**src/rtl/rids_result_serializer_if.sv**
```systemverilog
// Stream bundle between the bitonic merge tree, the RIDS serializer and the action lookup.
interface rids_result_serializer_if #(
  parameter int unsigned RID_WIDTH = 4,
  parameter int unsigned NUM_RID   = 8
);
  logic                           in_valid;
  logic [RID_WIDTH*NUM_RID-1:0]   in_rids;
  logic                           in_ready;
  logic                           out_valid;
  logic                           out_ready;
  logic [RID_WIDTH-1:0]           out_rid;
  logic                           out_last;
  logic                           out_nomatch;
  logic                           overflow;

  modport master (
    output in_valid, in_rids, out_ready,
    input  in_ready, out_valid, out_rid, out_last, out_nomatch, overflow
  );

  modport slave (
    input  in_valid, in_rids, out_ready,
    output in_ready, out_valid, out_rid, out_last, out_nomatch, overflow
  );
endinterface

```
**src/rtl/rids_result_serializer.sv**
```systemverilog
// Buffers merged RIDS words in a small FIFO and streams their rule IDs one per beat,
// lowest RID first, with a single no-match beat for an empty RIDS.
module rids_result_serializer #(
  parameter int unsigned RID_WIDTH   = 4,
  parameter int unsigned NUM_RID     = 8,
  parameter int unsigned LOG_NUM_RID = 3,
  parameter int unsigned FIFO_DEPTH  = 4,
  parameter int unsigned LOG_FIFO    = 2
) (
  input logic                     clk,
  input logic                     reset,
  rids_result_serializer_if.slave bus
);

  localparam int unsigned RIDS_W = RID_WIDTH * NUM_RID;
  localparam int unsigned OCC_W  = LOG_FIFO + 1;
  localparam int unsigned CNT_W  = LOG_NUM_RID + 1;
  localparam logic [RID_WIDTH-1:0] NULL_RID = '1;

  typedef enum logic {S_IDLE, S_SEND} state_t;

  logic [RIDS_W-1:0]      r_fifo [FIFO_DEPTH];
  logic [LOG_FIFO-1:0]    r_wr_ptr;
  logic [LOG_FIFO-1:0]    r_rd_ptr;
  logic [OCC_W-1:0]       r_occ;
  logic [LOG_NUM_RID-1:0] r_idx;
  state_t                 r_state;
  logic                   r_in_ready;
  logic                   r_overflow;
  logic                   r_out_valid;
  logic [RID_WIDTH-1:0]   r_out_rid;
  logic                   r_out_last;
  logic                   r_out_nomatch;

  logic                   w_push;
  logic                   w_beat;
  logic                   w_pop;
  logic [OCC_W-1:0]       w_occ_nxt;
  logic [LOG_FIFO-1:0]    w_rd_ptr_nxt;
  logic [LOG_FIFO-1:0]    w_wr_ptr_nxt;
  logic [LOG_NUM_RID-1:0] w_idx_nxt;
  logic [RIDS_W-1:0]      w_head_nxt;
  logic [CNT_W-1:0]       w_cnt_nxt;
  logic                   w_send_nxt;
  logic [RID_WIDTH-1:0]   w_rid_nxt;
  logic                   w_last_nxt;
  logic                   w_nomatch_nxt;

  // Number of valid RIDs: index of the first NULL slot, anything after it is ignored.
  function automatic logic [CNT_W-1:0] rids_count(input logic [RIDS_W-1:0] rids);
    logic [CNT_W-1:0] cnt;
    logic             found;
    cnt   = CNT_W'(NUM_RID);
    found = 1'b0;
    for (int j = 0; j < int'(NUM_RID); j++) begin
      if (!found && (rids[j*RID_WIDTH +: RID_WIDTH] == NULL_RID)) begin
        cnt   = CNT_W'(j);
        found = 1'b1;
      end
    end
    return cnt;
  endfunction

  // Next-state view; the head of the next cycle may be the word being written right now.
  always_comb begin
    w_push        = bus.in_valid && r_in_ready;
    w_beat        = (r_state == S_SEND) && bus.out_ready;
    w_pop         = w_beat && r_out_last;
    w_occ_nxt     = r_occ + OCC_W'(w_push) - OCC_W'(w_pop);
    w_rd_ptr_nxt  = r_rd_ptr + LOG_FIFO'(w_pop);
    w_wr_ptr_nxt  = r_wr_ptr + LOG_FIFO'(w_push);
    w_idx_nxt     = r_idx;
    if (w_pop) begin
      w_idx_nxt = '0;
    end else if (w_beat) begin
      w_idx_nxt = r_idx + LOG_NUM_RID'(1);
    end
    w_head_nxt    = (w_push && (r_wr_ptr == w_rd_ptr_nxt)) ? bus.in_rids : r_fifo[w_rd_ptr_nxt];
    w_cnt_nxt     = rids_count(w_head_nxt);
    w_send_nxt    = (w_occ_nxt != '0);
    w_rid_nxt     = '0;
    w_last_nxt    = 1'b0;
    w_nomatch_nxt = 1'b0;
    if (w_send_nxt) begin
      if (w_cnt_nxt == '0) begin
        w_rid_nxt     = NULL_RID;
        w_last_nxt    = 1'b1;
        w_nomatch_nxt = 1'b1;
      end else begin
        w_rid_nxt  = w_head_nxt[int'(w_idx_nxt)*RID_WIDTH +: RID_WIDTH];
        w_last_nxt = ({1'b0, w_idx_nxt} == (w_cnt_nxt - CNT_W'(1)));
      end
    end
  end

  // FIFO storage carries no reset; validity lives in the pointers and occupancy.
  always_ff @(posedge clk) begin
    if (w_push) begin
      r_fifo[r_wr_ptr] <= bus.in_rids;
    end
  end

  always_ff @(posedge clk or posedge reset) begin
    if (reset) begin
      r_state       <= S_IDLE;
      r_wr_ptr      <= '0;
      r_rd_ptr      <= '0;
      r_occ         <= '0;
      r_idx         <= '0;
      r_in_ready    <= 1'b1;
      r_overflow    <= 1'b0;
      r_out_valid   <= 1'b0;
      r_out_rid     <= '0;
      r_out_last    <= 1'b0;
      r_out_nomatch <= 1'b0;
    end else begin
      r_state       <= w_send_nxt ? S_SEND : S_IDLE;
      r_wr_ptr      <= w_wr_ptr_nxt;
      r_rd_ptr      <= w_rd_ptr_nxt;
      r_occ         <= w_occ_nxt;
      r_idx         <= w_idx_nxt;
      r_in_ready    <= (w_occ_nxt != OCC_W'(FIFO_DEPTH));
      if (bus.in_valid && !r_in_ready) begin
        r_overflow <= 1'b1;
      end
      r_out_valid   <= w_send_nxt;
      r_out_rid     <= w_rid_nxt;
      r_out_last    <= w_last_nxt;
      r_out_nomatch <= w_nomatch_nxt;
    end
  end

  assign bus.in_ready    = r_in_ready;
  assign bus.overflow    = r_overflow;
  assign bus.out_valid   = r_out_valid;
  assign bus.out_rid     = r_out_rid;
  assign bus.out_last    = r_out_last;
  assign bus.out_nomatch = r_out_nomatch;

endmodule
```
**src/flat_wrapper.sv**
```systemverilog
// flat-port wrapper written by rule: the top's interface ports become plain ports
module rids_result_serializer_flat 
#(
  parameter int unsigned RID_WIDTH   = 4,
  parameter int unsigned NUM_RID     = 8,
  parameter int unsigned LOG_NUM_RID = 3,
  parameter int unsigned FIFO_DEPTH  = 4,
  parameter int unsigned LOG_FIFO    = 2
)
  (clk, reset, bus_in_valid, bus_in_rids, bus_out_ready, bus_in_ready, bus_out_valid, bus_out_rid, bus_out_last, bus_out_nomatch, bus_overflow);
  rids_result_serializer_if #(.RID_WIDTH(RID_WIDTH), .NUM_RID(NUM_RID)) bus_i ();
  input logic clk;
  input logic reset;
  input wire logic [$bits(bus_i.in_valid)-1:0] bus_in_valid;
  input wire logic [$bits(bus_i.in_rids)-1:0] bus_in_rids;
  input wire logic [$bits(bus_i.out_ready)-1:0] bus_out_ready;
  output wire logic [$bits(bus_i.in_ready)-1:0] bus_in_ready;
  output wire logic [$bits(bus_i.out_valid)-1:0] bus_out_valid;
  output wire logic [$bits(bus_i.out_rid)-1:0] bus_out_rid;
  output wire logic [$bits(bus_i.out_last)-1:0] bus_out_last;
  output wire logic [$bits(bus_i.out_nomatch)-1:0] bus_out_nomatch;
  output wire logic [$bits(bus_i.overflow)-1:0] bus_overflow;
  assign bus_i.in_valid = bus_in_valid;
  assign bus_i.in_rids = bus_in_rids;
  assign bus_i.out_ready = bus_out_ready;
  assign bus_in_ready = bus_i.in_ready;
  assign bus_out_valid = bus_i.out_valid;
  assign bus_out_rid = bus_i.out_rid;
  assign bus_out_last = bus_i.out_last;
  assign bus_out_nomatch = bus_i.out_nomatch;
  assign bus_overflow = bus_i.overflow;
  rids_result_serializer #(.RID_WIDTH(RID_WIDTH), .NUM_RID(NUM_RID), .LOG_NUM_RID(LOG_NUM_RID), .FIFO_DEPTH(FIFO_DEPTH), .LOG_FIFO(LOG_FIFO)) u_core (.clk(clk), .reset(reset), .bus(bus_i));
endmodule
```
**config.mk**
```make
export PLATFORM = sky130hd
export DESIGN_NAME = rids_result_serializer_flat
export DESIGN_NICKNAME = d
export VERILOG_FILES = /design/src/rtl/rids_result_serializer_if.sv /design/src/rtl/rids_result_serializer.sv /design/src/flat_wrapper.sv
export SDC_FILE = /design/constraint.sdc
export NUM_CORES = 1
export LEC_CHECK = 0
export BUFFER_PORTS_ARGS = -buffer_cell sky130_fd_sc_hd__buf_2
export CORE_UTILIZATION = 24
export CTS_BUF_LIST = sky130_fd_sc_hd__clkbuf_8
export DETAILED_ROUTE_END_ITERATION = 6
export PLACE_DENSITY = 0.49
export SLEW_MARGIN = 25
export SYNTH_ARGS = -nofsm -noshare
export SYNTH_HDL_FRONTEND = slang
export SYNTH_SLANG_ARGS = --single-unit
export TNS_END_PERCENT = 100
```
**constraint.sdc**
```tcl
create_clock -name clk -period 5.6 [get_ports clk]
set_clock_uncertainty 0.2 [all_clocks]
set_input_delay 1.4 -clock clk [delete_from_list [all_inputs] [get_ports clk]]
set_output_delay 1.4 -clock clk [all_outputs]
set_load 0.01 [all_outputs]
```
==> impl_results.md <==
- Die area: around 0.030 sq mm
- Leakage: 2.686 nW
- CTS Buf Count: 17
- Post-synth EDFFs: 128
- Global-route wire length before repair: 27320 um
- Max_cap viols: 0
- Core ar.: 0.02878 sq mm
- Clock power share: 0.177
- Crit-path max FO: 32
- Clock Path Buffers: 2
- Flop pwr share: 0.305
- Gpl congestion: slightly below 0.8
- Fraction of layout cells with a size suffix above 1: 0.1820
- Synth-to-Final Area Change: 16.22%
- Slew HR: 0.3753
- Fin crit share: 0.8773
- 1st-pass router iterations: 4
- Largest net degree at the start of global routing: 106
- Bufs and invs on worst path: 2
- Crit path arrival time: 5.05 ns
- Clk_lat worst skew: 0.46 ns
- Unique masters post-synth: 48
- CP endpoint kind: flop
- Setup Viol. Count Final: 0
- Drt total wl: 17460 um
- Dpl hpwl: 10890 um
- Syn avg cell area: 12.17 sq um
- Pwr Total: 0.005136 W
- CTS tree: done
- Number of global-route vias before repair: 4607
- Startpoint class of the critical path: primary input
- Worst Hold Endpoint: u_core.bus.overflow
- Initial Util: 0.2445
- Worst reg-to-reg path cell count: 15
- Yosys warnings: 0
- Status: completed
- Layout Nets: 663
- Worst hold stages: 1
- Reg2Reg Setup Slack: 1.29 ns
- Synthesized area: 0.007035 sq mm
- Critical hold path startpoint: u_core.bus.overflow
- RR Startpoint: u_core.bus.out_last
- DR vias/cell: 4.637
- IO buf count: 44
- Register bit total from synthesis: 147
- ANT nets after route: 0
- Slowest cell delay on critical path: approximately 0.56 ns
- FFs w/ async S/R, synth: 0.1293
- # IOs: 45
- Switching share of power: 0.4201
- Die Y: ~170 um
- FP Rows: 62
- Post CTS Setup Buffer Count: 0
- # clock sinks: 147
- Final Hold Viols: 0
- Fmax: 203.5 MHz
- Post-cts sizing count: 0
- Worst r2r dst: u_core.bus.out_last
- Hold_buf cts: 0
- Psw: 0.002158 W
- DR vias: 4711
- Worst Hold Class: reg -> reg
- CTS H-tree depth: 4
- Drt first-iter violations: ~260
- Pins over their slew limit: 0
- Root Driver: clkbuf_8
- PwrDens: 628.2 mW/mm^2
- Remaining DRCs: 0
- Comb pwr share: 0.518
- Unrepaired setup endpoints after global routing: no
- Int Pwr: around 0.0030 W
- Post-synth net total: between 600 and 700
- Diode count: 0
- Worst VDD drop: 0.2753 mV
- Cells along the critical path: buf_2 > and3_1 > ha_4 > xor2_2 > buf_4 > nand2b_4 > nor4_1 > nor3_1 > or4_1 > a211o_1 > a22oi_2 > ha_1 > xnor2_1 > nand2_1 > nor2_1 > a31o_1
- Slew at the pin with the worst max-slew slack: 0.9371 ns
- Main synth FF type: edfxtp_1
- Total GRT Usage: 0.1197
- Cells after synthesis: 578
- Crit path required time: 5.74 ns
- Clock-pin slew on the worst setup and hold paths: 0.07 ns
- Initial antenna violation count: 0
- Die width: between 150 and 200 um
- Min cycle time layout: a little under 5 ns
- Gr ovfl total: 0
- Cell family with most CP delay: simple AND/OR/NAND/NOR gates
- Per-cell routed wire length: 17.18 um
- Final setup TNS: 0 ns
- CP max stage cell: or4_1
- Post-synthesis sequential area ratio: 0.6141
- CP Class: in -> reg
## cell type report
type	count	area, sq um
tap	384	480.5
clock inverter	15	198.9
fill	2936	20600
inverter	11	41.29
sequential	147	4322
timing repair buffer	61	385.4
multi-input combinational	381	2515
clock buffer	17	234.0
## synth_stat cells (2+ instances only)
library cell	instances	area share
o211ai_1	16	0.017
inv_1	8	0.0043
nor4_1	32	0.028
a211oi_1	48	0.051
nor3b_1	3	0.0032
nand2_1	12	0.0064
or4_1	2	0.0021
and3_1	2	0.0018
edfxtp_1	128	0.55
a31o_2	4	0.0050
clkinv_1	2	0.0011
mux4_2	8	0.026
buf_4	8	0.0085
o21ai_0	47	0.033
mux2i_1	8	0.011
xnor2_1	7	0.0087
dfrtp_1	18	0.064
ha_1	7	0.012
nor3_1	35	0.025
clkbuf_1	13	0.0069
nand3_1	9	0.0064
buf_2	16	0.011
nor2b_1	48	0.043
a21oi_1	20	0.014
nor2_1	54	0.029
## worst max-delay path by stage
stage                       start                  end  cells past startpoint
detailed placement  bus_out_ready  u_core.bus.out_last                     15
global placement    bus_out_ready  u_core.bus.out_last                     15
global route        bus_out_ready  u_core.bus.out_last                     16
CTS                 bus_out_ready  u_core.bus.out_last                     15
finish              bus_out_ready  u_core.bus.out_last                     16
floorplan            bus_in_valid  u_core.r_fifo[2][0]                      4
## worst reg2reg max path: cells and delay by family, from the launching register on
kind	cells	cell delay, ns
simple gates	7	1.75
compound gates	3	0.77
fa+ha+maj	2	0.51
flops	1	0.44
xor+xnor	2	0.29
buf+inv	1	0.24
## per-layer routing
layer  part of all wire  GRT usage
met4             0.0077    0.03134
met2               0.48     0.1925
met5                  0          0
met3              0.030    0.02544
met1               0.48     0.1634
## cell families (layout without fill, tap and decap cells)
group	count (synthesis)	after routing	share of synthesized area
and+or+nand+nor	204	204	0.1535
muxes	17	17	0.03859
adders and majority gates	8	8	0.01529
AOI/OAI and AO/OA	142	142	0.1291
xor gates and xnor gates	10	10	0.01458
buffers and inverters	50	104	0.03486
DFF	147	147	0.6141
## state kept, by name (all words and copies together), names as in the netlist
name                    flops
u_core.bus.in_ready         1
u_core.bus.out_last         1
u_core.bus.out_nomatch      1
u_core.bus.out_rid          4
u_core.bus.out_valid        1
u_core.bus.overflow         1
u_core.r_fifo             128
u_core.r_idx                3
u_core.r_occ                3
u_core.r_rd_ptr             2
u_core.r_wr_ptr             2
## power by group through the flow
stage                     clock network [W]  logic (W)  registers (W)
after floorplan                           0    0.00198        0.00155
after global placement                    0    0.00266        0.00159
after detailed placement                  0    0.00269        0.00159
after CTS                          0.000939    0.00270        0.00157
after global routing               0.000988    0.00296        0.00159
final                              0.000909    0.00266        0.00157
## cells in the final DEF (no fill, tap or decap), types with 9 or more instances in the layout
cell        n
a211oi_1   48
a21oi_1    20
buf_2      44
buf_4      14
clkbuf_8   17
dfrtp_1    17
edfxtp_1  128
inv_1      12
nand2_1    12
nand3_1     9
nor2_1     54
nor2b_1    48
nor3_1     34
nor4_1     32
o211ai_1   16
o21ai_0    47
## through the flow
| step | util | hold WS [ns] | std cells | instance area [sq um] | setup slack, ns |
|---|---|---|---|---|---|
| 3_5_place_dp | 0.2688 | 0.2392 | 984 | 7737 | -0.1113 |
| 3_3_place_gp | 0.2688 | 0.2356 | 984 | 7737 | 0.00001865 |
| 6_report | 0.2841 | 0.2519 | 1016 | 8177 | 0.6870 |
| 4_1_cts | 0.2839 | 0.2570 | 1016 | 8170 | 0.3236 |
| 5_1_grt | 0.2841 | 0.2840 | 1016 | 8177 | 0.4933 |
| 2_1_floorplan | - | 0.2550 | 578 | 7036 | 0.6167 |
(Power assumes the default switching activity.)
